$ cat src/rtl/sinfonia_pkg.sv
// Shared types and helpers for the Sinfonia do Espectro melody sequencer.
package sinfonia_pkg;

  // Playback controller states.
  typedef enum logic [2:0] {
    ST_IDLE  = 3'd0,
    ST_FETCH = 3'd1,
    ST_PLAY  = 3'd2,
    ST_GAP   = 3'd3,
    ST_DONE  = 3'd4
  } estado_t;

  // Buzzer code meaning "no sound".
  localparam logic [2:0] NOTA_SILENCIO = 3'd0;

  // Converts a one-hot button pattern into {valid, buzzer code}.
  // Bit i alone gives code i+1; zero or multi-hot patterns are invalid.
  function automatic logic [3:0] onehot_para_nota(input logic [6:0] padrao);
    logic [3:0] res;
    case (padrao)
      7'b0000001: res = {1'b1, 3'd1};
      7'b0000010: res = {1'b1, 3'd2};
      7'b0000100: res = {1'b1, 3'd3};
      7'b0001000: res = {1'b1, 3'd4};
      7'b0010000: res = {1'b1, 3'd5};
      7'b0100000: res = {1'b1, 3'd6};
      7'b1000000: res = {1'b1, 3'd7};
      default:    res = {1'b0, NOTA_SILENCIO};
    endcase
    return res;
  endfunction

endpackage

$ cat src/rtl/temporizador_nota.sv
// Loadable down-counter shared by the note and gap phases.
// Loading `valor` makes `fim` rise after exactly `valor` cycles of counting.
module temporizador_nota #(
  parameter int W = 4
) (
  input  logic         clock,
  input  logic         reset,
  input  logic         carrega,
  input  logic [W-1:0] valor,
  input  logic         conta,
  output logic         fim
);

  logic [W-1:0] cnt;

  // Load has priority over counting; the counter parks at zero.
  always_ff @(posedge clock) begin
    if (!reset) begin
      cnt <= '0;
    end else if (carrega) begin
      cnt <= valor - W'(1);
    end else if (conta && (cnt != '0)) begin
      cnt <= cnt - W'(1);
    end
  end

  assign fim = (cnt == '0);

endmodule

$ cat src/rtl/sequenciador_notas.sv
// Melody playback controller: walks the note memory from address 0 to the
// latched limit, sounding each note for N cycles followed by a G-cycle gap.
// Optional feature macro: SEQ_NIVEL_RAPIDO_EN (latched nivel=1 halves N and G).
//
// Handshake: `start` is a one-cycle request honoured only in IDLE; `stop`
// aborts from any state and wins over `start`; `done` pulses one cycle on
// normal completion; `busy` covers FETCH, PLAY and GAP.
module sequenciador_notas
  import sinfonia_pkg::*;
#(
  parameter int NOTE_TICKS = 50_000_000,
  parameter int GAP_TICKS  = 12_500_000,
  parameter int ADDR_W     = 4
) (
  input  logic              clock,
  input  logic              reset,
  input  logic              start,
  input  logic              stop,
  input  logic [ADDR_W-1:0] limite,
  input  logic              nivel,
  output logic [ADDR_W-1:0] mem_addr,
  input  logic [6:0]        mem_data,
  output logic [2:0]        arduino_out,
  output logic [6:0]        leds,
  output logic              busy,
  output logic              done,
  output logic              erro_nota,
  output estado_t           estado
);

  localparam int TW          = $clog2(NOTE_TICKS + 1);
  localparam int NOTE_RAPIDO = NOTE_TICKS >> 1;
  localparam int GAP_RAPIDO  = ((GAP_TICKS >> 1) < 1) ? 1 : (GAP_TICKS >> 1);

  estado_t           estado_q, estado_d;
  logic [ADDR_W-1:0] addr_q;
  logic [ADDR_W-1:0] limite_q;
  logic              erro_q;
  logic              aceita;
  logic              carrega, conta, fim;
  logic [TW-1:0]     valor, ticks_nota, ticks_gap;
  logic [3:0]        nota_dec;

  assign aceita   = (estado_q == ST_IDLE) && start && !stop;
  assign nota_dec = onehot_para_nota(mem_data);

`ifdef SEQ_NIVEL_RAPIDO_EN
  logic nivel_q;

  // Difficulty level is captured with the request and held for the whole melody.
  always_ff @(posedge clock) begin
    if (!reset) begin
      nivel_q <= 1'b0;
    end else if (aceita) begin
      nivel_q <= nivel;
    end
  end

  assign ticks_nota = nivel_q ? TW'(NOTE_RAPIDO) : TW'(NOTE_TICKS);
  assign ticks_gap  = nivel_q ? TW'(GAP_RAPIDO)  : TW'(GAP_TICKS);
`else
  logic unused_nivel;
  assign unused_nivel = nivel ^ (NOTE_RAPIDO != GAP_RAPIDO);
  assign ticks_nota   = TW'(NOTE_TICKS);
  assign ticks_gap    = TW'(GAP_TICKS);
`endif

  temporizador_nota #(.W(TW)) u_timer (
    .clock   (clock),
    .reset   (reset),
    .carrega (carrega),
    .valor   (valor),
    .conta   (conta),
    .fim     (fim)
  );

  // State register.
  always_ff @(posedge clock) begin
    if (!reset) begin
      estado_q <= ST_IDLE;
    end else begin
      estado_q <= estado_d;
    end
  end

  // Next-state logic and timer control; the timer is loaded on the edge
  // that enters PLAY or GAP so it expires after exactly N or G cycles there.
  always_comb begin
    estado_d = estado_q;
    carrega  = 1'b0;
    conta    = 1'b0;
    valor    = ticks_nota;
    case (estado_q)
      ST_IDLE: begin
        if (start) estado_d = ST_FETCH;
      end
      ST_FETCH: begin
        estado_d = ST_PLAY;
        carrega  = 1'b1;
        valor    = ticks_nota;
      end
      ST_PLAY: begin
        conta = 1'b1;
        if (fim) begin
          estado_d = ST_GAP;
          carrega  = 1'b1;
          valor    = ticks_gap;
        end
      end
      ST_GAP: begin
        conta = 1'b1;
        if (fim) estado_d = (addr_q == limite_q) ? ST_DONE : ST_FETCH;
      end
      ST_DONE: begin
        estado_d = ST_IDLE;
      end
      default: begin
        estado_d = ST_IDLE;
      end
    endcase
    if (stop) estado_d = ST_IDLE;
  end

  // Address walk, latched limit and sticky bad-pattern flag.
  always_ff @(posedge clock) begin
    if (!reset) begin
      addr_q   <= '0;
      limite_q <= '0;
      erro_q   <= 1'b0;
    end else if (aceita) begin
      addr_q   <= '0;
      limite_q <= limite;
      erro_q   <= 1'b0;
    end else begin
      if ((estado_q == ST_GAP) && fim && (addr_q != limite_q) && !stop) begin
        addr_q <= addr_q + ADDR_W'(1);
      end
      if ((estado_q == ST_PLAY) && !nota_dec[3]) begin
        erro_q <= 1'b1;
      end
    end
  end

  // Outputs derive only from the state register and the memory's output
  // register, so the first note appears the cycle after FETCH.
  assign arduino_out = ((estado_q == ST_PLAY) && nota_dec[3]) ? nota_dec[2:0] : NOTA_SILENCIO;
  assign leds        = ((estado_q == ST_PLAY) && nota_dec[3]) ? mem_data : 7'd0;
  assign busy        = (estado_q == ST_FETCH) || (estado_q == ST_PLAY) || (estado_q == ST_GAP);
  assign done        = (estado_q == ST_DONE);
  assign mem_addr    = addr_q;
  assign erro_nota   = erro_q;
  assign estado      = estado_q;

endmodule

$ cat config.mk
export PLATFORM = sky130hd
export DESIGN_NAME = sequenciador_notas
export DESIGN_NICKNAME = d
export VERILOG_FILES = /design/src/rtl/sinfonia_pkg.sv /design/src/rtl/temporizador_nota.sv /design/src/rtl/sequenciador_notas.sv
export SDC_FILE = /design/constraint.sdc
export NUM_CORES = 1
export LEC_CHECK = 0
export CORE_ASPECT_RATIO = 0.8
export CORE_MARGIN = 2
export CORE_UTILIZATION = 40
export CTS_CLUSTER_SIZE = 10
export DETAILED_ROUTE_END_ITERATION = 8
export GPL_TIMING_DRIVEN = 0
export PLACE_DENSITY = 0.62
export RECOVER_POWER = 25
export SETUP_SLACK_MARGIN = 0.15
export SYNTH_ARGS = -nofsm -noshare
export SYNTH_HDL_FRONTEND = slang
export SYNTH_SLANG_ARGS = --single-unit
export TNS_END_PERCENT = 1
$ cat constraint.sdc
create_clock -name clock -period 4.35 [get_ports clock]
set_clock_uncertainty 0.05 [all_clocks]
set_input_delay 0.87 -clock clock [delete_from_list [all_inputs] [get_ports clock]]
set_output_delay 0.87 -clock clock [all_outputs]
set_load 0.01 [all_outputs]
# [Yosys cells after proc, flatten, opt, wreduce, memory -nomap -nowiden]
# Index checks and enable logic that the tools add are counted.
[word_totals] reg_bits=38 out_inout_bits=20
[op_classes] add_sub_neg=3 eq_ne=16 mux=15 n_bitwise=1 n_reduce_logical=20
[ops] op="$mux W26" count=4
[ops] op="$sub A26 B1 Y26 const B" count=2
[ops] op="$pmux W4 S7" count=1
[ops] op="$logic_not A26 Y1" count=1
[ops] op="$reduce_bool A26 Y1" count=1
[ops] op="$mux W3" count=5
[ops] op="$pmux W3 S4" count=1
[ops] op="$logic_and A1 B1 Y1" count=8
[ops] op="$eq A7 B1 Y1 const B" count=1
[ops] op="$eq A7 B2 Y1 const B" count=1
[ops] op="$eq A7 B3 Y1 const B" count=1
[ops] op="$eq A7 B4 Y1 const B" count=1
[ops] op="$eq A7 B5 Y1 const B" count=1
[ops] op="$eq A7 B6 Y1 const B" count=1
[ops] op="$eq A7 B7 Y1 const B" count=1
[ops] op="$mux W7" count=1
[ops] op="$eq A3 B2 Y1 const B" count=2
[ops] op="$ne A2 B2 Y1 const B" count=3
[ops] op="$reduce_or A2 Y1" count=3
[ops] op="$add A4 B1 Y4 const B" count=1
[ops] op="$eq A4 B4 Y1" count=1
[ops] op="$ne A4 B4 Y1" count=1
[ops] op="$eq A3 B1 Y1 const B" count=1
[ops] op="$eq A3 B3 Y1 const B" count=1
[ops] op="8 further kinds" count=11

# [Depth between registers and ports, before layout]
[logic_depth] word_depth=6 mapped_depth=14 mapped_depth_nobuf=12

# [By module]
# A second synthesis with hierarchy kept.
[unflattened] hier_cells=367 hier_area_um2=2857.7
[modules_own_cells] mod="temporizador_nota" instances=1 cells_each=263 area_per_inst_um2=2024.4
[modules_own_cells] mod="sequenciador_notas" instances=1 cells_each=104 area_per_inst_um2=833.3

# [Least setup slack after synthesis]
# Ideal clock, no wire load.
[synth_timing] path_kind="input port to output port" from="input port mem_data[6]" to="output port leds[0]" arrival_ps=2145 setup_slack_ps=1285 cell_stages=7 path_cell_list="clkbuf_1 nor3_1 and3_1 a31oi_1 o21ai_0 nor2b_1 and2_1"
[synth_via] elab_chain_len=4 elab_cells_between_ends=10 classes_between="eq/ne: 7; mux: 2; reduce/logical: 1"
[synth_rtl] element="start, declared" line="sequenciador_notas.sv:22" text="input logic [6:0] mem_data,"
[synth_rtl] element="$eq A7 B7 Y1 (tied with other cells)" line="sinfonia_pkg.sv:20" text="case (padrao)"
[synth_rtl] element="$pmux W4 S7 (*)" line="sinfonia_pkg.sv:20"
[synth_rtl] element="$logic_and A1 B1 Y1 (*)" line="sequenciador_notas.sv:147" text="assign leds = ((estado_q == ST_PLAY) && nota_dec[3]) ? mem_data : 7'd0;"
[synth_rtl] element="$mux W7 (*)" line="sequenciador_notas.sv:147"
[synth_rtl] element="end, declared" line="sequenciador_notas.sv:24" text="output logic [6:0] leds,"
# Every way passes the cells marked *; elsewhere a longest branch is shown, timed or not.

# [Final worst setup path]
[layout_timing] from="input port mem_data[6]" to="output port leds[6]"
[layout_via] elab_chain_len=4 elab_cells_between_ends=10 classes_between="eq/ne: 7; mux: 2; reduce/logical: 1"
[layout_rtl] element="$eq A7 B7 Y1 (tied with other cells)" line="sinfonia_pkg.sv:20"
[layout_rtl] element="$pmux W4 S7" line="sinfonia_pkg.sv:20"
[layout_rtl] element="$logic_and A1 B1 Y1" line="sequenciador_notas.sv:147"
[layout_rtl] element="$mux W7 (*)" line="sequenciador_notas.sv:147"
# Marked as above.

==> impl_metrics.tcl <==
set metrics [dict create \
    async_flop_share_pct 0 \
    cellLeakagePower_nw 1.04 \
    vias 2180 \
    area_growth_pct 21.5 \
    wire_per_inst_um 15.0 \
    synthAdderAreaFrac_pct 1.07 \
    ir_worst_vdd_mv 0.232 \
    synth_top_family_by_area "simple AND/OR/NAND/NOR gates" \
    dieArea_um2 6450 \
    setup-tns-final_ns 0 \
    cts-root-buf "clkbuf_8" \
    place_hpwl_um 4350 \
    critPathLaunchType "input pin" \
    rows 24 \
    grt_max_degree 14 \
    ff2ff_path_depth 12 \
    gp_congestion 0.862 \
    cts_tree "built" \
    avgSynthCellArea_um2 8.29 \
    cts_max_level 2 \
    cts_setup_buffers 0 \
    whs_ns 0.452 \
    tightest_slew_ns 0.542 \
    synth-edff-count 0 \
    chipHeight_um 72.3 \
    finalCriticalPeriod_ns 3.91 \
    synth_compound_area_share_pct 14.4 \
    synth_top_cell_by_area "dfxtp_1" \
    cap_violations 0 \
    slew_headroom_pct 63.6 \
    insertion_delay_ns 0.30 \
    cp_max_fo 10 \
    grt_pass1_vias 2024 \
    clk_path_buf_depth 2 \
    synth_cell_types 52 \
    ys.flop_type "dfxtp_1" \
    setup.worst_path.end "leds[6]" \
    crit_path_end_kind "output pin" \
    crit_path_start "mem_data[6]" \
    worst-endpoint-required_ns 3.43 \
    layout-drive-gt1-share_pct 8.49 \
    syn-cell-area_um2 2330 \
    cts_hold_buf 0 \
    status "finished, final reports clean" \
    start_util_pct 42.2 \
    antenna_found_initial 0 \
    setup_violations 0 \
    first_pass_iters 4 \
    hold_viol_final 0 \
    yosysSeqAreaShare_pct 32.7 \
    r2r_start "u_timer.cnt[2]" \
    rsz0062_at_grt "no" \
    drv_slew 0 \
    multi_input_area_um2 1440 \
    die_x_um 89.3 \
    synth-xor-area-share_pct 10.5 \
    postRouteAntennaNets 0 \
    setup_slack_ns 0.441 \
    grt_overflow 0 \
    dp_slack_ns 0.362 \
    ys_seq_elements 38 \
    drc_errors 0 \
    synth_top_area_share_pct 32.7 \
    power_density_nw_per_um2 377 \
    core_area_um2 5530 \
    grt_first_pass_wirelength_um 9680 \
    cts_num_sinks 38 \
    cts_buffers 5 \
    io_buffer_count 29 \
    critPathArrivalTime_ns 2.99 \
    hp-class "reg -> reg" \
    drt_iter0_markers 118 \
    synth_area_leaders "dfxtp_1 33%, xor2_1 6.4%, nor2_1 5.2%, xnor2_1 4.1%, a21oi_1 3.9%" \
    wirelength_um 5950 \
    layout.nets 335 \
    grt.total_usage_pct 19.2 \
    syn_inst 281 \
    antenna_cells 0 \
    yosys.area_share.simple_pct 34.5 \
    seqCellArea_um2 761 \
    synthMuxAreaShare_pct 2.15 \
    via_per_inst 5.51 \
    power_w 0.00107 \
    ys_warn_count 0 \
    pin_count 36 \
    ctsResizeCount 0 \
    r2r_setup_slack_ns 0.57 \
    rr_endpoint "u_timer.cnt[18]" \
    synth_nets 299 \
    n_fill_cell 560 \
    clk_pin_slew_ns 0.08 \
    post-route-period-util_pct 89.9 \
    fmax_mhz 256 \
    worstSetupPathType "in -> out" \
]
[state kept, by name, summed over array words and instances (netlist names)]
register,count
erro_nota,1
estado,3
limite_q,4
mem_addr,4
u_timer.cnt,26
[placed cells by master, fill, tap and decap left out, drive strengths merged, types with 2 or more instances in the layout]
| cell type | n |
|---|---|
| and2 | 8 |
| xnor2 | 11 |
| o41ai | 2 |
| nor3 | 16 |
| a31oi | 3 |
| xor2 | 17 |
| nand4 | 8 |
| o311ai | 2 |
| nand3b | 3 |
| clkdlybuf4s50 | 24 |
| nand4b | 2 |
| ha | 2 |
| o211ai | 2 |
| nand3 | 12 |
| mux2i | 5 |
| and3 | 2 |
| a21oi | 18 |
| nor2 | 32 |
| or4 | 2 |
| nor4 | 12 |
| bufinv | 2 |
| o31ai | 2 |
| nor4bb | 2 |
| buf | 4 |
| nand2 | 17 |
| inv | 2 |
| clkbuf | 18 |
| nand2b | 2 |
| dlygate4sd3 | 5 |
| nor2b | 3 |
| o21ai | 19 |
| dfxtp | 38 |
| or3 | 6 |
| and4 | 2 |
| nor4b | 2 |
[cell usage after synthesis (3+ instances only)]
master    count
nor4_4        3
and2_1        8
nor3_1       14
o21ai_0      17
xor2_1       17
nand3_1      12
or3_1         5
nand3b_1      3
a31oi_1       3
nor2b_1       3
xnor2_1      11
clkbuf_1     11
buf_6         3
nor4_1        6
nand4_1       7
nand2_1      17
nor4_2        3
a21oi_1      18
dfxtp_1      38
mux2i_1       5
nor2_1       32
[critical path: stages]
cell and delay, ns:
clkbuf_1 0.20, nor3_1 0.51, and3_1 0.24, a31oi_1 0.04
o21ai_0 0.15, nor2b_1 0.28, and2_1 0.17, clkdlybuf4s50_1 0.53
[stage by stage]
stage / cell area (um2) / utilization [%] / cells
2_1_floorplan: 2330 / - / 281
3_3_place_gp: 2720 / 49.2 / 388
3_5_place_dp: 2720 / 49.2 / 388
4_1_cts: 2860 / 51.7 / 396
5_1_grt: 2830 / 51.2 / 396
6_report: 2830 / 51.2 / 396
[cells by family after synthesis]
family	Yosys count
adders and majority gates	2
AOI/OAI and AO/OA	55
xor gates and xnor gates	28
and+or+nand+nor	134
muxes	5
buffers and inverters	19
DFF	38
[worst min path at each step]
stage / start / to / depth (start not counted)
floorplan: u_timer.cnt[25] / u_timer.cnt[25] / 2
finish: u_timer.cnt[25] / u_timer.cnt[25] / 2
global placement: erro_nota / erro_nota / 1
global route: erro_nota / erro_nota / 1
detailed placement: u_timer.cnt[25] / u_timer.cnt[25] / 2
CTS: u_timer.cnt[25] / u_timer.cnt[25] / 2
[power by group]
group / total, W / leakage [nW] / switching [W] / internal (W)
sequential: 0.000405 / 0.309 / 0.0000324 / 0.000372
clock: 0.000375 / 0.0683 / 0.000145 / 0.000230
combinational: 0.000287 / 0.665 / 0.000180 / 0.000107
total: 0.00107 / 1.04 / 0.000358 / 0.000710
[layer usage]
layer / vias up / share of wire, % / global-route usage (%)
met3: 2 / 4.1 / 4.10
li1: 1103 / - / -
met1: 1031 / 52 / 27.8
met4: 0 / 0.37 / 4.64
met2: 44 / 43 / 29.3
met5: - / 0 / 0
[final cells by class]
class	count	share of cell area, %
buffer	17	3.32
clock buffer	5	2.43
clock inverter	3	2.43
inverter	2	0.265
multi-input combinational	224	51.0
sequential	38	26.9
tap	78	3.45
timing repair buffer	29	10.3
(Power assumes the default switching activity.)
